## config.mk

```make
export PLATFORM = sky130hd
export DESIGN_NAME = dmem_responder
export DESIGN_NICKNAME = d
export VERILOG_FILES = /design/src/rtl/dmem_responder_pkg.sv /design/src/rtl/dmem_array.sv /design/src/rtl/dmem_responder.sv
export SDC_FILE = /design/constraint.sdc
export NUM_CORES = 2
export LEC_CHECK = 0
export CAP_MARGIN = 20
export CORE_ASPECT_RATIO = 2
export CORE_MARGIN = 3
export CORE_UTILIZATION = 30
export DETAILED_ROUTE_END_ITERATION = 8
export PLACE_DENSITY = 0.47
export RECOVER_POWER = 50
export SYNTH_ARGS = -nofsm -noshare
export SYNTH_HDL_FRONTEND = slang
export SYNTH_HIERARCHICAL = 1
export SYNTH_SLANG_ARGS = --single-unit
```

## constraint.sdc

```tcl
create_clock -name clk -period 6.4 [get_ports clk]
set_input_delay 1.28 -clock clk [delete_from_list [all_inputs] [get_ports clk]]
set_output_delay 1.28 -clock clk [all_outputs]
set_load 0.02 [all_outputs]
```

## src/rtl/dmem_responder_pkg.sv

```systemverilog
// Shared types and constants for the data-memory responder.
package dmem_responder_pkg;

  // Responder control states.
  typedef enum logic [1:0] {
    IDLE = 2'd0,
    WAIT = 2'd1,
    RESP = 2'd2
  } state_t;

  localparam int DEPTH_DEF   = 64;
  localparam int LATENCY_DEF = 3;

  // Word index comes from addr[7:2].
  localparam int IDX_W = 6;

  // Wait counter must hold LATENCY-2 for LATENCY up to 15.
  localparam int CNT_W = 4;

endpackage

```

## src/rtl/dmem_array.sv

```systemverilog
// Word storage: synchronous write, registered read, no reset on contents.
module dmem_array
  import dmem_responder_pkg::*;
#(
  parameter int DEPTH = DEPTH_DEF
) (
  input  logic             clk,
  input  logic             en,
  input  logic             we,
  input  logic [IDX_W-1:0] idx,
  input  logic [31:0]      wdata,
  output logic [31:0]      rdata
);

  logic [31:0] mem [DEPTH];

  // One access per enable: store the word, or register it onto the read port.
  always_ff @(posedge clk) begin
    if (en) begin
      if (we) begin
        mem[idx] <= wdata;
      end else begin
        rdata <= mem[idx];
      end
    end
  end

endmodule

```

## src/rtl/dmem_responder.sv

```systemverilog
// Fixed-latency single-outstanding data-memory responder with error checking.
module dmem_responder
  import dmem_responder_pkg::*;
#(
  parameter int DEPTH   = DEPTH_DEF,
  parameter int LATENCY = LATENCY_DEF
) (
  input  logic        clk,
  input  logic        rst,
  input  logic        req_valid,
  output logic        req_ready,
  input  logic        req_write,
  input  logic [31:0] req_addr,
  input  logic [31:0] req_wdata,
  output logic        resp_valid,
  input  logic        resp_ready,
  output logic [31:0] resp_rdata,
  output logic        resp_err,
  output logic        busy
);

  localparam logic [29:0]      DEPTH_W = 30'(DEPTH);
  localparam logic [CNT_W-1:0] CNT_LD  = CNT_W'(LATENCY - 2);

  state_t            state, state_nxt;
  logic [CNT_W-1:0]  cnt, cnt_nxt;
  logic              enter_resp;

  logic              cap_write;
  logic [31:0]       cap_addr;
  logic [31:0]       cap_wdata;

  logic              acc_write;
  logic [31:0]       acc_addr;
  logic [31:0]       acc_wdata;
  logic              acc_err;

  logic              err_q;
  logic              load_q;
  logic [31:0]       arr_rdata;

  // With LATENCY=1 the storage access happens on the accept edge itself, so
  // the live request is used; otherwise the captured copy is used.
  always_comb begin
    acc_write = cap_write;
    acc_addr  = cap_addr;
    acc_wdata = cap_wdata;
    if (state == IDLE) begin
      acc_write = req_write;
      acc_addr  = req_addr;
      acc_wdata = req_wdata;
    end
    acc_err = (acc_addr[1:0] != 2'b00) || (acc_addr[31:2] >= DEPTH_W);
  end

  // State and wait-counter registers.
  always_ff @(posedge clk or posedge rst) begin
    if (rst) begin
      state <= IDLE;
      cnt   <= '0;
    end else begin
      state <= state_nxt;
      cnt   <= cnt_nxt;
    end
  end

  // Next-state logic; enter_resp marks the edge on which storage is accessed.
  always_comb begin
    state_nxt  = state;
    cnt_nxt    = cnt;
    enter_resp = 1'b0;
    req_ready  = 1'b0;
    case (state)
      IDLE: begin
        req_ready = 1'b1;
        if (req_valid) begin
          if (LATENCY == 1) begin
            state_nxt  = RESP;
            enter_resp = 1'b1;
          end else begin
            state_nxt = WAIT;
            cnt_nxt   = CNT_LD;
          end
        end
      end
      WAIT: begin
        if (cnt == '0) begin
          state_nxt  = RESP;
          enter_resp = 1'b1;
        end else begin
          cnt_nxt = cnt - CNT_W'(1);
        end
      end
      RESP: begin
        if (resp_ready) begin
          state_nxt = IDLE;
        end
      end
      default: state_nxt = IDLE;
    endcase
  end

  // Capture the request on accept so later req_* activity is ignored.
  always_ff @(posedge clk or posedge rst) begin
    if (rst) begin
      cap_write <= 1'b0;
      cap_addr  <= '0;
      cap_wdata <= '0;
    end else if (req_valid && req_ready) begin
      cap_write <= req_write;
      cap_addr  <= req_addr;
      cap_wdata <= req_wdata;
    end
  end

  // Response flags, fixed on entry to RESP and cleared on the handshake.
  always_ff @(posedge clk or posedge rst) begin
    if (rst) begin
      err_q  <= 1'b0;
      load_q <= 1'b0;
    end else if (enter_resp) begin
      err_q  <= acc_err;
      load_q <= !acc_write && !acc_err;
    end else if (state == RESP && resp_ready) begin
      err_q  <= 1'b0;
      load_q <= 1'b0;
    end
  end

  dmem_array #(
    .DEPTH (DEPTH)
  ) u_array (
    .clk   (clk),
    .en    (enter_resp && !acc_err),
    .we    (acc_write),
    .idx   (acc_addr[7:2]),
    .wdata (acc_wdata),
    .rdata (arr_rdata)
  );

  assign resp_valid = (state == RESP);
  assign resp_err   = (state == RESP) && err_q;
  assign resp_rdata = (state == RESP && load_q) ? arr_rdata : 32'h0;
  assign busy       = (state != IDLE);

endmodule

```

# After elaboration in Yosys (flattened, before gate mapping)

Memories as Yosys holds them, arrays and structs flattened. A register that Yosys moved wholly into a read port is not among the register bits.
Cells that the tools add are included.

Memories: 1
RAM bits: 2048
Bits in latches: 0
Output and inout bits: 36
Logic and storage cells: 55
Memory bits (read-only): 0
Register bits: 73
Input bits: 69

Div/mod/pow operators: 0
Shifts and indexed selects: 0
Magnitude comparators: 1
Reduce and logical (&&, ||, !) cells: 18
Add/subtract/negate cells: 1
Eq/ne operators: 6
Muxes and demuxes: 20
Bitwise operators: 1
$mul: 0

Memories:

| memory      | depth | bits a word | rd ports | clocked after memory_dff | write ports | RTL line         | text |
|---|---|---|---|---|---|---|---|
| u_array.mem | 64    | 32          | 1        | 1                        | 1           | dmem_array.sv:15 | `logic [31:0] mem [DEPTH];` |

Operator list:

| cell                                                                    | number |
|---|---|
| 32-bit 2-to-1 mux                                                       | 3 |
| 30-bit by 7-bit >= comparator with 1-bit output (second input constant) | 1 |
| 1-bit 2-to-1 mux                                                        | 10 |
| 4-bit 2-to-1 mux                                                        | 2 |
| 4-bit one-hot mux with 2 select lines                                   | 1 |
| 2-bit nonzero test                                                      | 4 |
| 1-bit logical AND                                                       | 6 |
| 2-bit 2-to-1 mux                                                        | 3 |
| 2-bit != test (second input constant)                                   | 3 |
| 2-bit one-hot mux with 3 select lines                                   | 1 |
| 3-bit AND reduction                                                     | 2 |
| 4-bit zero test                                                         | 1 |
| 4-bit by 1-bit subtractor with 4-bit output (second input constant)     | 1 |
| 2-bit by 1-bit equality test with 1-bit output (second input constant)  | 1 |
| 2-bit equality test (second input constant)                             | 1 |
| 1-bit zero test                                                         | 2 |
| 2-bit zero test                                                         | 1 |
| 2-bit by 1-bit != test with 1-bit output (second input constant)        | 1 |
| 2-bit AND reduction                                                     | 1 |
| 1-bit logical OR                                                        | 1 |
| 1-bit inverter                                                          | 1 |

# Logic depth before layout (Yosys ltp)

Depth after elaboration: 8
Mapped depth: 17
Mapped depth without buffers: 9

# Cells and area by module

The synthesis kept the hierarchy.

Modules (own cells, without submodules):

| module         | sequential area each (um^2) | cells each | area each (um^2) | times used |
|---|---|---|---|---|
| dmem_array     | 62459.9                     | 4436       | 78496.5          | 1 |
| dmem_responder | 1826.8                      | 285        | 3749.8           | 1 |

# Least setup slack after synthesis

OpenSTA, ideal clock, no wires.

Path type: in2reg
Start: in req_addr[3]
End: mem u_array.mem[0][0] (enable)
Slack: 1449 ps
Arrival: 4530 ps
Stages on the path: 8
Library setup time: 421 ps
Buffers on the path: 3
Required time: 5979 ps
Path through: mux2_2 > buf_4 > or2_2 > nor2_1 > clkbuf_1 > clkbuf_1 > nand3_1 > nor2_1

Cells in the longest elaborated chain, start to end: 7

RTL lines:

| what                                            | RTL line              | text |
|---|---|---|
| from (decl)                                     | dmem_responder.sv:13  | `input logic [31:0] req_addr,` |
| 32-bit 2-to-1 mux *                             | dmem_responder.sv:48  | `if (state == IDLE) begin` |
| 30-bit by 7-bit >= comparator with 1-bit output | dmem_responder.sv:53  | `acc_err = (acc_addr[1:0] != 2'b00) \|\| (acc_addr[31:2] >= DEPTH_W);` |
| 1-bit logical OR                                | dmem_responder.sv:53  |  |
| 1-bit zero test                                 | dmem_responder.sv:134 | `.en (enter_resp && !acc_err),` |
| 1-bit logical AND                               | dmem_responder.sv:134 |  |
| 1-bit 2-to-1 mux                                | dmem_array.sv:19      | `if (en) begin` |
| 1-bit 2-to-1 mux (implied by the code)          | dmem_array.sv:21      | `mem[idx] <= wdata;` |
| to (decl)                                       | dmem_array.sv:15      |  |

Mark *: on every way between the ends. The rest lies on a longest branch, timed or not.

# Worst setup path after layout

Start: reg state[1]
End: mem u_array.mem[48][10] (data pin)

Cells in the longest elaborated chain, start to end: 2

RTL lines:

| what                    | RTL line             | text |
|---|---|---|
| from (decl)             | dmem_responder.sv:25 | `state_t state, state_nxt;` |
| from (signal assigned)  | dmem_responder.sv:62 | `state <= state_nxt;` |
| 2-bit zero test         | dmem_responder.sv:48 |  |
| 32-bit 2-to-1 mux       | dmem_responder.sv:48 |  |
| named net acc_wdata[10] | dmem_responder.sv:35 | `logic [31:0] acc_wdata;` |

The timed path passes the listed nets, and every way through them passes these cells.

==> reports/qor.csv <==
metric;value;unit
max-slew violations;2068;
Vias;47300;
unrepaired setup endpoints after global routing;no;
Clock Path Buffers;4;
synthesized net count;4792;
CP Launch Type;flop;
Hold-fix buffers, CTS;0;
EDFF count, synth;2080;
Syn Inst Count;4721;
syn avg cell area;17.4;sq um
ys async rst share;3.39;%
Detail Placement HPWL;181;mm
failing checks;max-capacitance violations, max-slew violations;
synth-to-layout area growth;15.9;%
outcome;complete, but fails checks;
commonest non-fill, non-tap cells in the layout;edfxtp_1 (2,080), a22oi_1 (477), mux2i_1 (242);
hold path cells;1;
die area;281000;sq um
grt ovf;0;
# port buffers;104;
Fin. Hold Viols;0;
max layer used;met5;
Fin Clk Skew;0.0461;ns
R2R Path End;u_array/mem[48][10];
Final setup viols;0;
final hold slack;0.482;ns
Vias/cell;5.46;
initial DRC count;4020;
Avg WL per Cell;32.5;um
Tot Pwr;49.4;mW
commonest non-fill, non-tap cell in the layout;edfxtp_1;
largest net degree at the start of global routing;90;
Final Cycle Share;86.8;%
met3 wire len;12.4;mm
kind of critical path;reg -> reg;
Num CTS Buffers;187;
critical path peak fanout;64;
R2R Setup Slk;0.85;ns
clk sinks;2153;
worst slew pin tran;4.17;ns
Ports;105;
peak supply drop;0.000343;V
critical path arrival;5.58;ns
Worst-path clk slew;0.07;ns
yosys warns;6;
GPL Wtd Cong;0.856;
Power Dens Cells;519;nW/um^2
vias in the first global route;48400;
Post-DRT Antenna Nets;0;
#FFs+latches synth;2153;
H-tree Lvls;4;
initial antenna violation count;15;
layout cell share with drive strength beyond 1;15.1;%
first-pass GRT wire length;391;mm
Hold Startpoint;cap_wdata[20];
unique cell type count in the Yosys netlist;65;
top_reg_cell synth;edfxtp_1;
met1 WL;96.7;mm
Setup TNS;0;ns
class of the worst hold path;reg -> reg;
Initial Util;30.2;%
root buf cell;clkbuf_16;
Post-Layout Inst Area;95300;sq um
Max Freq;180;MHz
Post-CTS Resized;0;
Setup Buffers After CTS;0;
Site Rows;271;
R2R cell count;4;
CTS tree;done;
register area share after synthesis;78.2;%
Met2 Routed Length;156;mm
core region area;273000;sq um
CP Data Required Time;6.43;ns
placed inst area;89600;sq um
Max Cap Viol;35;
Die Wd;376;um
FF-to-FF Start;state[1];
die height;746;um
DRC viols;0;
LEAKAGE;29.8;nW
synthesized area;82200;sq um
end of the worst hold path;cap_wdata[20];
clock network latency to the later pin of the worst-skew pair;0.84;ns
min cycle time layout;5.55;ns
CP endpoint kind;flop;
routed wire length;282;mm
nets@finish;5028;
DR pass1 iterations;7;
All-Layer GR Usage;19.6;%
Max-slew headroom;-178;%
-- kinds of logic (layout without fill, tap and decap cells) --
logic type      count (synthesis)  count (layout)  synth area share [%]
xor+xnor                        2               2                0.0213
other cells                     0               5                     0
fa+ha+maj                       2               2                0.0304
flops                        2153            2153                  78.2
mux                           426             426                  5.66
buf+inv                       358             736                  1.92
simple gates                  489             489                  2.83
compound gates               1291            1291                  11.4
-- report_power, final --
group          internal [mW]  switching, mW
clock                   6.15           5.14
combinational           5.22           13.9
sequential              18.9          0.140
-- worst max-delay path by stage --
stage                      from                  end  slack, ns  depth (start not counted)
CTS                    state[1]    u_array/rdata[18]       1.20                         10
detailed placement  req_addr[3]    u_array/rdata[18]       0.96                          9
floorplan           req_addr[3]    u_array/mem[0][0]       1.45                          8
finish                 state[1]  u_array/mem[48][10]       0.85                          4
global route           state[1]          cap_addr[0]       0.65                          5
global placement    req_addr[2]    u_array/rdata[30]       0.71                          9
-- critical path, cell delays in order, from the launching register on --
cell and delay (ns):
dfrtp_1 0.42, or2_0 0.44, inv_4 0.58, mux2_2 0.27, clkbuf_1 2.75
-- routing by layer --
| metal | vias up | GRT usage, % |
|---|---|---|
| li1 | 19900 | - |
| met1 | 25200 | 20.7 |
| met2 | 1655 | 38.0 |
| met3 | 519 | 1.98 |
| met4 | 6 | 9.54 |
| met5 | - | 0 |
-- cell type report --
class	instances	area [sq um]
fillers	25800	177000
flip-flops and latches	2153	64300
multi-input cells	2210	17000
clock buffers	226	4910
well taps	3549	4440
repair buffers	396	3720
clock inverters	105	942
inverters	9	40.0
diodes	5	12.5
-- cell usage after synthesis (3+ instances only) --
library cell     n  area, sq um
or4_1           15          113
mux2i_1        242         2420
and2_1           3         18.8
a221oi_2         5         75.1
o22ai_1        238         1490
a311oi_1        16          140
a22o_1          30          263
edfxtp_1      2080        62500
nor3_1          56          280
nor2_1         160          601
or3_1           30          188
clkbuf_1       208          781
mux2_2         158         1780
nor3b_1          3         22.5
a31oi_1         44          275
a211o_1         16          140
a21oi_1         72          360
o22a_1          30          263
mux4_2           8          180
mux2_4          18          270
nand2_1        121          454
a22oi_1        477         3580
o211ai_1        15          113
o32ai_1          4         35.0
dfrtp_1         73         1830
nand4_1          3         18.8
a21boi_0        14          105
o21ai_0        100          500
a211oi_1        17          128
a221oi_1       166         1450
inv_1            6         22.5
buf_6            9          101
nor2b_1         11         68.8
and3_1          35          219
buf_2           62          310
o221ai_1        21          184
nand3b_1         4         30.0
buf_1           53          199
a221o_1         14          140
nand3_1          9         45.0
buf_4           14          105
nor4_1          23          144
and3b_1          3         26.3
-- state kept, by name, indices dropped and copies added (netlist names) --
signal         count
u_array/mem     2048
cap_addr          32
cap_wdata         32
u_array/rdata     32
cnt                4
state              2
cap_write          1
err_q              1
load_q             1
-- through the flow --
step,cells,worst slack [ns],utilization [%]
floorplan,4721,1.45,-
global placement,8315,0.707,32.9
detailed placement,8316,0.957,32.9
CTS,8647,1.20,35.0
global route,8650,0.647,35.0
finish,8653,0.847,35.0
Power figures use the tool's default switching activity.
==> variant (config.mk and constraints unchanged) <==
The package constant `CNT_W` goes from 4 to 6.
--- a/src/rtl/dmem_responder_pkg.sv
+++ b/src/rtl/dmem_responder_pkg.sv
@@ -15,7 +15,7 @@
   localparam int IDX_W = 6;
 
   // Wait counter must hold LATENCY-2 for LATENCY up to 15.
-  localparam int CNT_W = 4;
+  localparam int CNT_W = 6;
 
 endpackage
 
Check against the original RTL: not settled (the Yosys comparison gave no result); the edit may change what the design does.
==> variant against the unedited design <==
- highest routed layer unchanged
- power decreased by 3.7%
- setup slack improved by 19 ps
- the run still ends with max-capacitance violations, max-slew violations left
- routed wire length decreased by 2.4%
- sequential cell count increased by 2
- synthesized area about the same
- maximum frequency increased by 0.34%
- sequential share of layout area increased by 0.064 points
- die area about the same
- cell area about the same
==> variant: results (changes against the unedited design) <==
| Metric | Value |
|---|---|
| Gp weighted congestion | `0.864 (+0.95%)` |
| Crit path max fanout | `16 (-75%)` |
| CP max stage delay | `1030 ps (-1720 ps)` |
| Status | `finished with violations` |
| Count of pins over their slew limit | `580 (-72%)` |
| # fillers | `25800 (-0.023%)` |
| Routed len/inst | `31.8 um (-2.2%)` |
| Synth cell types | `70 (+7.7%)` |
| Power Sequential | `18.5 mW (-3%)` |
| Max-Cap Viols | `12 (-66%)` |
| WL met3 | `11.7 mm (-5.6%)` |
| First drt pass iteration count | `8 (+1)` |
| M1 WL | `98.2 mm (+1.6%)` |
| Iter 0 DRT Violations | `4140 (+3.0%)` |
| Reg2reg setup slack | `900 ps (+50 ps)` |
| Initial antenna violation count | `19 (+4)` |
| Leak Pwr | `29.8 nW (about the same)` |
| Failing checks | `max-capacitance violations, max-slew violations` |
| HPWL after detailed placement | `179 mm (-1.1%)` |
| Worst Reg-to-Reg Cells | `6 (+2)` |
| M3 GR Usage | `1.77% (-0.21 points)` |
| GRT Total Usage | `19.0% (-0.52 points)` |
| Int Pwr | `29.5 mW (-2.5%)` |
| Cts bufs inserted | `186 (-0.53%)` |
| Final Skew | `32.2 ps (-14.0 ps)` |
| Layout cells sized above 1 | `15.4% (+0.25 points)` |
| Peak VDD IR | `0.400 mV (+17%)` |
| Largest cells by area after synthesis | `edfxtp_1 76%, a22oi_1 4.4%, mux2i_1 3.0%, mux2_2 2.4%, dfrtp_1 2.3%` |
| GR Util met1 | `21.1% (+0.42 points)` |
| Post-synth ARST share | `3.48% (+0.090 points)` |
| Vias in the first global route | `47600 (-1.7%)` |
==> variant: changes by cell type in the layout (fill, tap and decap cells not counted), moves of 5 or more <==
cell      before  now
buf_4        208  198
clkbuf_2       0   11
o21ai_0       95  102
mux2_2       145  160
clkbuf_1      69   47
o21ai_1        5    0
mux2_1        27   13
clkinv_2      32   27
==> variant: layout make-up <==
class | count | area [sq um] | area share, %
flip-flops and latches | 2155 | 64300 | 67.5
multi-input cells | 2215 | 17000 | 17.9
clock buffers | 232 | 4930 | 5.18
well taps | 3549 | 4440 | 4.66
repair buffers | 368 | 3590 | 3.77
clock inverters | 95 | 898 | 0.943
inverters | 11 | 45.0 | 0.0473
diodes | 8 | 20.0 | 0.0210
==> variant: kinds of logic after synthesis <==
family | after synthesis | share of synthesized area [%]
adders and majority gates | 2 | 0.0304
DFF | 2155 | 78.2
xor gates and xnor gates | 2 | 0.0213
and+or+nand+nor | 487 | 2.84
muxes | 427 | 5.59
AOI/OAI and AO/OA | 1297 | 11.4
buffers and inverters | 358 | 1.86
==> variant: path summary, 6_finish.rpt <==
| check | from | end |
|---|---|---|
| worst max register to register | state[0] | u_array/mem[63][8] |
| worst min register to register | cap_wdata[22] | cap_wdata[22] |
| worst max-delay path | state[0] | req_ready |
| max in group asynchronous | rst | cap_addr[5] |
| min in group asynchronous | rst | cap_wdata[3] |
| worst min-delay path | cap_wdata[22] | cap_wdata[22] |
==> variant: per-stage QoR <==
stage               hold slack [ps]  std cells  area [sq um]  setup slack, ps  power, mW
global placement                485       8295         89500              939       36.5
floorplan                       477       4728         82300             1440       28.3
detailed placement              492       8297         89500              928       36.7
CTS                             508       8624         95300             1280       47.9
finish                          503       8633         95300              866       47.6
global route                    518       8627         95300              634       49.2
